File: config.mk
export PLATFORM = sky130hd
export DESIGN_NAME = load_store_unit
export DESIGN_NICKNAME = d
export VERILOG_FILES = /design/src/rtl/load_store_unit_pkg.sv /design/src/rtl/load_store_unit_load_extend.sv /design/src/rtl/load_store_unit.sv
export SDC_FILE = /design/constraint.sdc
export NUM_CORES = 1
export LEC_CHECK = 0
export CAP_MARGIN = 10
export CORE_MARGIN = 5
export CORE_UTILIZATION = 43
export CTS_CLUSTER_SIZE = 28
export DETAILED_ROUTE_END_ITERATION = 8
export GPL_TIMING_DRIVEN = 0
export PLACE_DENSITY = 0.9
export SETUP_SLACK_MARGIN = 0.02
export SYNTH_ARGS = -nofsm -noshare
export SYNTH_HDL_FRONTEND = slang
export SYNTH_SLANG_ARGS = --single-unit
File: constraint.sdc
create_clock -name i_clk -period 2.45 [get_ports i_clk]
set_clock_uncertainty 0.1 [all_clocks]
set_input_delay 0.49 -clock i_clk [delete_from_list [all_inputs] [get_ports i_clk]]
set_output_delay 0.49 -clock i_clk [all_outputs]
set_load 0.03 [all_outputs]
File: src/rtl/load_store_unit_pkg.sv
// Shared definitions for the load/store unit: RV32I width codes, FSM
// state encoding and store byte-lane masks.
package load_store_unit_pkg;

  localparam logic [2:0] F3_B  = 3'b000;
  localparam logic [2:0] F3_H  = 3'b001;
  localparam logic [2:0] F3_W  = 3'b010;
  localparam logic [2:0] F3_BU = 3'b100;
  localparam logic [2:0] F3_HU = 3'b101;

  typedef enum logic [1:0] {
    ST_IDLE   = 2'd0,
    ST_ACCESS = 2'd1,
    ST_WAIT   = 2'd2,
    ST_RESP   = 2'd3
  } lsu_state_e;

  localparam logic [3:0] MASK_NONE = 4'b0000;
  localparam logic [3:0] MASK_B    = 4'b0001;
  localparam logic [3:0] MASK_H_LO = 4'b0011;
  localparam logic [3:0] MASK_H_HI = 4'b1100;
  localparam logic [3:0] MASK_W    = 4'b1111;

endpackage

File: src/rtl/load_store_unit_load_extend.sv
// Picks the addressed byte/halfword out of a memory word and sign- or
// zero-extends it according to the load width code.
module load_extend
  import load_store_unit_pkg::*;
(
  input  logic [2:0]  funct3,
  input  logic [1:0]  byte_off,
  input  logic [31:0] rdata,
  output logic [31:0] data
);

  logic [7:0]  byte_sel;
  logic [15:0] half_sel;

  always_comb begin
    // NOTE: every output of a combinational block gets a default first so no latch is inferred.
    byte_sel = rdata[7:0];
    case (byte_off)
      2'd1:    byte_sel = rdata[15:8];
      2'd2:    byte_sel = rdata[23:16];
      2'd3:    byte_sel = rdata[31:24];
      default: byte_sel = rdata[7:0];
    endcase
    half_sel = byte_off[1] ? rdata[31:16] : rdata[15:0];

    data = rdata;
    case (funct3)
      F3_B:    data = {{24{byte_sel[7]}}, byte_sel};
      F3_BU:   data = {24'b0, byte_sel};
      F3_H:    data = {{16{half_sel[15]}}, half_sel};
      F3_HU:   data = {16'b0, half_sel};
      default: data = rdata;
    endcase
  end

endmodule

File: src/rtl/load_store_unit.sv
// Single-outstanding load/store unit between a core request port and a
// word-wide data memory with byte write enables and registered read data.
module load_store_unit
  import load_store_unit_pkg::*;
#(
  parameter int HEIGHT = 256
) (
  input  logic        i_clk,
  input  logic        i_rst_n,
  input  logic        i_req_valid,
  output logic        o_req_ready,
  input  logic        i_req_we,
  input  logic [2:0]  i_req_funct3,
  input  logic [31:0] i_req_addr,
  input  logic [31:0] i_req_wdata,
  output logic        o_rsp_valid,
  output logic [31:0] o_rsp_rdata,
  output logic        o_rsp_err,
  output logic [31:0] o_mem_addr,
  output logic [31:0] o_mem_wd,
  output logic [3:0]  o_mem_wen,
  output logic        o_mem_ren,
  input  logic [31:0] i_mem_rd
);

  localparam logic [32:0] ADDR_LIMIT = 33'(HEIGHT) * 33'd4;

  lsu_state_e  state_q, state_d;
  logic        we_q;
  logic [2:0]  funct3_q;
  logic [1:0]  off_q;
  logic        err_q;
  logic [3:0]  mask_q;
  logic        req_err;
  logic [3:0]  req_mask;
  logic [31:0] req_wd;
  logic [31:0] load_data;
  logic        accept;

  assign accept = (state_q == ST_IDLE) && i_req_valid;

  // Decode the incoming request: error, byte mask and lane-replicated data.
  always_comb begin
    req_err  = 1'b0;
    req_mask = MASK_NONE;
    req_wd   = i_req_wdata;
    case (i_req_funct3)
      F3_B: begin
        req_mask = MASK_B << i_req_addr[1:0];
        req_wd   = {4{i_req_wdata[7:0]}};
      end
      F3_H: begin
        req_mask = i_req_addr[1] ? MASK_H_HI : MASK_H_LO;
        req_wd   = {2{i_req_wdata[15:0]}};
        req_err  = i_req_addr[0];
      end
      F3_W: begin
        req_mask = MASK_W;
        req_err  = |i_req_addr[1:0];
      end
      F3_BU:   req_err = i_req_we;
      F3_HU:   req_err = i_req_we | i_req_addr[0];
      default: req_err = 1'b1;
    endcase
    if ({1'b0, i_req_addr} >= ADDR_LIMIT) req_err = 1'b1;
  end

  always_ff @(posedge i_clk) begin
    // NOTE: sequential state uses non-blocking assignments so every flop samples pre-edge values.
    if (!i_rst_n) state_q <= ST_IDLE;
    else          state_q <= state_d;
  end

  always_comb begin
    state_d     = state_q;
    o_req_ready = 1'b0;
    o_rsp_valid = 1'b0;
    o_rsp_err   = 1'b0;
    o_mem_wen   = MASK_NONE;
    o_mem_ren   = 1'b0;
    case (state_q)
      ST_IDLE: begin
        o_req_ready = 1'b1;
        if (i_req_valid) state_d = req_err ? ST_RESP : ST_ACCESS;
      end
      ST_ACCESS: begin
        if (we_q) begin
          o_mem_wen = mask_q;
          state_d   = ST_RESP;
        end else begin
          o_mem_ren = 1'b1;
          state_d   = ST_WAIT;
        end
      end
      ST_WAIT: state_d = ST_RESP;
      ST_RESP: begin
        o_rsp_valid = 1'b1;
        o_rsp_err   = err_q;
        state_d     = ST_IDLE;
      end
      default: state_d = ST_IDLE;
    endcase
  end

  load_extend u_load_extend (
    .funct3   (funct3_q),
    .byte_off (off_q),
    .rdata    (i_mem_rd),
    .data     (load_data)
  );

  always_ff @(posedge i_clk) begin
    // NOTE: datapath registers are reset as well because their reset values are visible on the ports.
    if (!i_rst_n) begin
      we_q        <= 1'b0;
      funct3_q    <= F3_B;
      off_q       <= 2'd0;
      err_q       <= 1'b0;
      mask_q      <= MASK_NONE;
      o_mem_addr  <= '0;
      o_mem_wd    <= '0;
      o_rsp_rdata <= '0;
    end else begin
      if (accept) begin
        we_q        <= i_req_we;
        funct3_q    <= i_req_funct3;
        off_q       <= i_req_addr[1:0];
        err_q       <= req_err;
        mask_q      <= req_mask;
        o_rsp_rdata <= '0;
        if (!req_err) begin
          o_mem_addr <= {2'b00, i_req_addr[31:2]};
          if (i_req_we) o_mem_wd <= req_wd;
        end
      end
      if (state_q == ST_WAIT) o_rsp_rdata <= load_data;
    end
  end

endmodule

==> results of run 1 <==
registers in the layout, indices dropped and copies added (netlist names):
register     flops
o_mem_addr      30
o_rsp_rdata     32
off_q            2
mask_q           4
funct3_q         3
state_q          2
err_q            1
o_mem_wd        32
we_q             1
through the flow:
step,worst slack (ns),hold slack [ns]
2_1_floorplan,0.111,0.332
3_3_place_gp,-0.433,0.315
3_5_place_dp,-0.569,0.317
4_1_cts,0.0221,0.327
5_1_grt,-0.0271,0.341
6_report,0.0639,0.325
synth_stat cells (6+ instances only):
library cell	n	area share, %
nand2_1	110	8.4
dfxtp_1	107	44
mux2i_1	52	11
nor2_1	33	2.5
inv_1	28	2.2
mux2_2	28	6.5
clkbuf_1	26	2.0
a21boi_0	17	2.6
a221o_1	16	3.3
a21oi_1	12	1.2
nand2b_1	10	1.3
o221ai_1	10	1.8
o211ai_1	8	1.2
a21o_1	7	1.1
nor2b_1	7	0.90
o21bai_1	7	1.1
buf_2	6	0.61
layout make-up:
| class | instances | area share, % |
|---|---|---|
| tap | 143 | 2.38 |
| timing repair buffer | 210 | 27.9 |
| multi-input combinational | 361 | 33.3 |
| clock buffer | 11 | 3.23 |
| sequential | 107 | 28.5 |
| clock inverter | 5 | 0.483 |
| buffer | 40 | 2.78 |
| inverter | 28 | 1.40 |
worst paths after layout:
check                         to  cells after the start
setup / recovery  o_mem_addr[25]                      8
hold / removal    o_mem_addr[11]                      2
hold reg to reg   o_mem_addr[11]                      2
setup reg to reg  o_mem_addr[25]                      9
per-layer routing:
layer / global-route usage (%) / vias to the layer above
met3: 6.37 / 43
met4: 11.2 / 0
li1: - / 2286
met2: 39.4 / 236
met5: 0 / -
met1: 25.2 / 2258
power by group:
| group | switching (W) | internal (W) |
|---|---|---|
| clock | 0.000663 | 0.000720 |
| combinational | 0.00101 | 0.000765 |
| sequential | 0.000122 | 0.00193 |
| total | 0.00180 | 0.00341 |
cells by family after synthesis:
group | after synthesis | synth area share (%)
flip-flops | 107 | 43.8
buffers and inverters | 68 | 6.07
other | 1 | 0.0767
AO/OA/AOI/OAI | 93 | 15.1
adder cells (fa/ha/maj) | 4 | 1.02
AND/OR/NAND/NOR | 181 | 16.3
multiplexers | 81 | 17.6
worst max-delay path, cell delays in order:
cell,delay [ns]
clkdlybuf4s50_1,0.57
clkbuf_2,0.29
nand3b_1,0.18
nand3_2,0.15
o41ai_4,0.35
buf_4,0.19
clkbuf_2,0.22
nor2_1,0.07
repair_timing:
item                                    CTS  global route
endpoints found under the setup margin   63            72
gates resized for setup                  10            18
endpoints found under the hold margin     0             0
setup buffers                             3             5
pin swaps                                 3             3
==> results.md, run 1 <==
* Final Slew Violations at 0
* Layout cell share with drive strength beyond 1 at 10.8%
* FILL cells at 888
* Cell Rows at 39
* Leakage at 2.99 nW
* Crit path time final at 2.39 ns
* EDFF count, synth at 0
* Vias in the first global route at 4951
* Post-route ant nets at 0
* Final-report hold violation count at 0
* Worst-path clk slew at 0.07 ns
* Initial antenna violation count at 0
* Synthesized area at 0.00489 sq mm
* Post-DP Area at 0.00709 sq mm
* Outcome: finished, final reports clean
* GP Congestion at 0.906
* Top routing layer in use: met4
* CTS Buf Count at 9
* # Max-Cap Violations at 0
* Met2 Wirelength at 8040 microns
* 1st-iter DRT viols at 351
* CP startpoint kind: input port
* Synthesized instance count at 535
* Commonest non-fill, non-tap cell in the layout: clkdlybuf4s50_1
* Placed cells at 881
* Tcrit/Tclk final at 97.4%
* Seq/Total Area, Yosys at 43.8%
* Core Box Area at 0.0113 sq mm
* Crit path from: i_req_funct3[1]
* PwrDens at 694 mW/mm^2
* Worst Setup End Kind: register
* Setup TNS at 0 ns
* Nets at 864
* Die Wd at 117 microns
* Vias per cell at 5.33
* # setup viols final at 0
* Finished Cell Area at 0.00751 sq mm
* Root Buffer: clkbuf_16
* Initial Util at 43.4%
* Hold buffers post-CTS at 0
* Largest net degree at the start of global routing at 18
* Unrepaired setup endpoints after global routing: true
* GRT Total Usage at 22.6%
* Post-synth ARST share at 0%
* Final Util at 66.6%
* First-pass GRT wire length at 24300 microns
* DP Wirelength at 12700 microns
* Worst Path Required at 2.59 ns
* CTS Buffer Depth at 2
* Rel. slew slack at 51.7%
* Worst Tran Pin Value at 0.725 ns
* Synth Flop Type: dfxtp_1
* Critical path data arrival time at 2.52 ns
* Critical path class: in -> reg
* Commonest non-fill, non-tap cells in the layout: clkdlybuf4s50_1, nand2_1, dfxtp_1, mux2i_1, nor2_1
* Remaining global-route overflow at 0
* Synth-to-Final Area Change at 53.6%
* WL per Instance at 17.8 microns
* Avg Cell Area, Syn at 9.13 sq um
* Worst-skew pair later-pin latency at 0.35 ns
* Vias at 4823
* Pre-antenna DRT Iters at 5
* DRC viols at 0
* Reg2reg setup slack at 0.11 ns
* Peak supply drop at 0.417 mV
* F_max at 0.419 GHz
* HP Start: o_mem_addr[11]
* Met3 routed WL at 1490 microns
* Register area at 0.00214 sq mm
* CTS tree: yes
* Post-route met1 wirelength at 6020 microns
* Full die area at 0.0136 sq mm
* DIE HEIGHT at 117 microns
* Clk sink count at 107
* Synth unique cells at 43
* Port Buffers at 202
* Worst-path maximum fanout at 10
* FF-to-FF Start: state_q[0]
* Final wirelength at 16100 microns
* Layout Cells excl Fill at 905
* Synthesized flop and latch total at 107
* Yosys warnings at 0
* IO Count at 207
* ANT cells at 0
* Hold WC Path Type: reg -> reg
* Area of the multi-input gates at 0.00250 sq mm
* Total power at 0.00521 W
* H-tree depth at 3
No activity file was read; power rests on OpenSTA's default activity.
==> run 2, diff against run 1 <==
--- a/config.mk
+++ b/config.mk
@@ -6,12 +6,12 @@
 export NUM_CORES = 1
 export LEC_CHECK = 0
 export CAP_MARGIN = 10
-export CORE_MARGIN = 5
-export CORE_UTILIZATION = 43
+export CORE_MARGIN = 3
+export CORE_UTILIZATION = 46
 export CTS_CLUSTER_SIZE = 28
 export DETAILED_ROUTE_END_ITERATION = 8
 export GPL_TIMING_DRIVEN = 0
-export PLACE_DENSITY = 0.9
+export PLACE_DENSITY = 0.95
 export SETUP_SLACK_MARGIN = 0.02
 export SYNTH_ARGS = -nofsm -noshare
 export SYNTH_HDL_FRONTEND = slang
==> constraint.sdc (replaced) <==
create_clock -name i_clk -period 3.1 [get_ports i_clk]
set_clock_uncertainty 0.1 [all_clocks]
set_input_delay 0.62 -clock i_clk [delete_from_list [all_inputs] [get_ports i_clk]]
set_output_delay 0.62 -clock i_clk [all_outputs]
set_load 0.03 [all_outputs]
==> results.md, run 2 (synthesis gave the netlist of run 1 again) <==
* IO Count at 207
* Cell Rows at 36
* DIE HEIGHT at 109 microns
* Final Util at 72.5%
* GP Congestion at 0.901
* Port Buffers at 202
* Nets at 856
* Final wirelength at 15200 microns
* Initial Util at 48.7%
* Final-report hold violation count at 0
* Commonest non-fill, non-tap cells in the layout: clkdlybuf4s50_1, nand2_1, dfxtp_1, mux2i_1, nor2_1
* Core Box Area at 0.0100 sq mm
* F_max at 0.362 GHz
* Regs by FF count: o_mem_wd (32), o_rsp_rdata (32), o_mem_addr (30)
* Critical path data arrival time at 2.91 ns
* Resized Gates After CTS at 0
* Worst Tran Pin Value at 0.716 ns
* GRT Total Usage at 25.5%
* Final Slew Violations at 0
* DRC viols at 0
* Leakage at 2.86 nW
* ANT cells at 0
* Full die area at 0.0119 sq mm
* WL per Instance at 17.1 microns
* Tcrit/Tclk final at 89.1%
* Initial antenna violation count at 0
* Peak supply drop at 0.283 mV
* Commonest non-fill, non-tap cell in the layout: clkdlybuf4s50_1
* Vias in the first global route at 4896
* Hold slack final at 0.330 ns
* DP Wirelength at 12100 microns
* PwrDens at 532 mW/mm^2
* Finished Cell Area at 0.00728 sq mm
* Vias at 4775
* Vias per cell at 5.38
* Worst-path clk slew at 0.10 ns
* H-tree depth at 3
* Hold buffers post-CTS at 0
* # setup viols final at 0
* # Max-Cap Violations at 0
* Worst-path maximum fanout at 10
* CTS Buffer Depth at 2
* Unrepaired setup endpoints after global routing: false
* Worst Setup End Kind: register
* Worst Path Required at 3.25 ns
* Layout cell share with drive strength beyond 1 at 8.09%
* Crit path time final at 2.76 ns
* Largest net degree at the start of global routing at 18
* Post-DP Area at 0.00708 sq mm
* 1st-iter DRT viols at 281
* CTS tree: yes
* Pre-antenna DRT Iters at 5
* FILL cells at 706
* Synth-to-Final Area Change at 49.0%
* Clk sink count at 107
* CTS Buf Count at 9
* Die Wd at 109 microns
* CP startpoint kind: input port
* Critical path class: in -> reg
* Post CTS Setup Buffer Count at 0
* Outcome: finished, final reports clean
* Worst-skew pair later-pin latency at 0.37 ns
* Root Buffer: clkbuf_8
* Rel. slew slack at 51.9%
* Hold WC Path Type: reg -> reg
* Remaining global-route overflow at 0
* Post-route ant nets at 0
* First-pass GRT wire length at 23700 microns
## run 2: cell types whose count changed in the layout (fill, tap and decap cells not counted), sizes merged
cell           previous run  this run
buf                      21        14
clkinv                    1         2
dlygate4sd2               5         0
clkbuf                   38        36
clkdlybuf4s50           197       202
bufinv                    0         1
clkinvlp                  3         2
## run 2: metal layers
metal,up-vias,GRT usage (%),wire length [microns]
met1,2218,27.6,5630
met5,-,0,0
met2,250,45.0,7570
li1,2268,-,-
met3,39,8.58,1540
met4,0,11.4,433
## run 2: cell type report
cell class | count | area [sq um] | area share, %
clock inverter | 6 | 63.8 | 0.876
inverter | 28 | 105 | 1.44
buffer | 40 | 191 | 2.63
sequential | 107 | 2140 | 29.4
tap | 133 | 166 | 2.29
timing repair buffer | 202 | 2020 | 27.8
clock buffer | 10 | 138 | 1.89
multi-input combinational | 361 | 2450 | 33.7
## run 2: worst paths after layout
check	from	to	slack, ns	cells past startpoint
min reg2reg	o_mem_addr[26]	o_mem_addr[26]	0.33	2
max	i_req_funct3[1]	o_mem_addr[18]	0.34	7
min	o_mem_addr[26]	o_mem_addr[26]	0.33	2
max reg2reg	state_q[1]	o_mem_addr[18]	0.52	8
## run 2: critical path: stages
cell and delay [ns]:
clkdlybuf4s50_1 0.58, clkbuf_1 0.38, nand3b_1 0.17, nand3_1 0.15, o41ai_2 0.53, clkbuf_1 0.41, nor2_1 0.08
## run 2: metrics by stage
| stage | std cells | total power (W) | TNS (ns) | setup WS [ns] |
|---|---|---|---|---|
| after floorplan | 536 | 0.00245 | 0 | 0.761 |
| after global placement | 871 | 0.00296 | 0 | 0.0918 |
| after detailed placement | 871 | 0.00302 | -0.535 | -0.0507 |
| after CTS | 887 | 0.00389 | 0 | 0.349 |
| after global routing | 887 | 0.00406 | 0 | 0.0804 |
| final | 887 | 0.00388 | 0 | 0.339 |
## run 2: where the power goes
| part | internal (W) | total, W | switching (W) |
|---|---|---|---|
| logic | 0.000599 | 0.00138 | 0.000782 |
| clock network | 0.000396 | 0.000884 | 0.000488 |
| registers | 0.00152 | 0.00161 | 0.0000899 |
| total | 0.00252 | 0.00388 | 0.00136 |
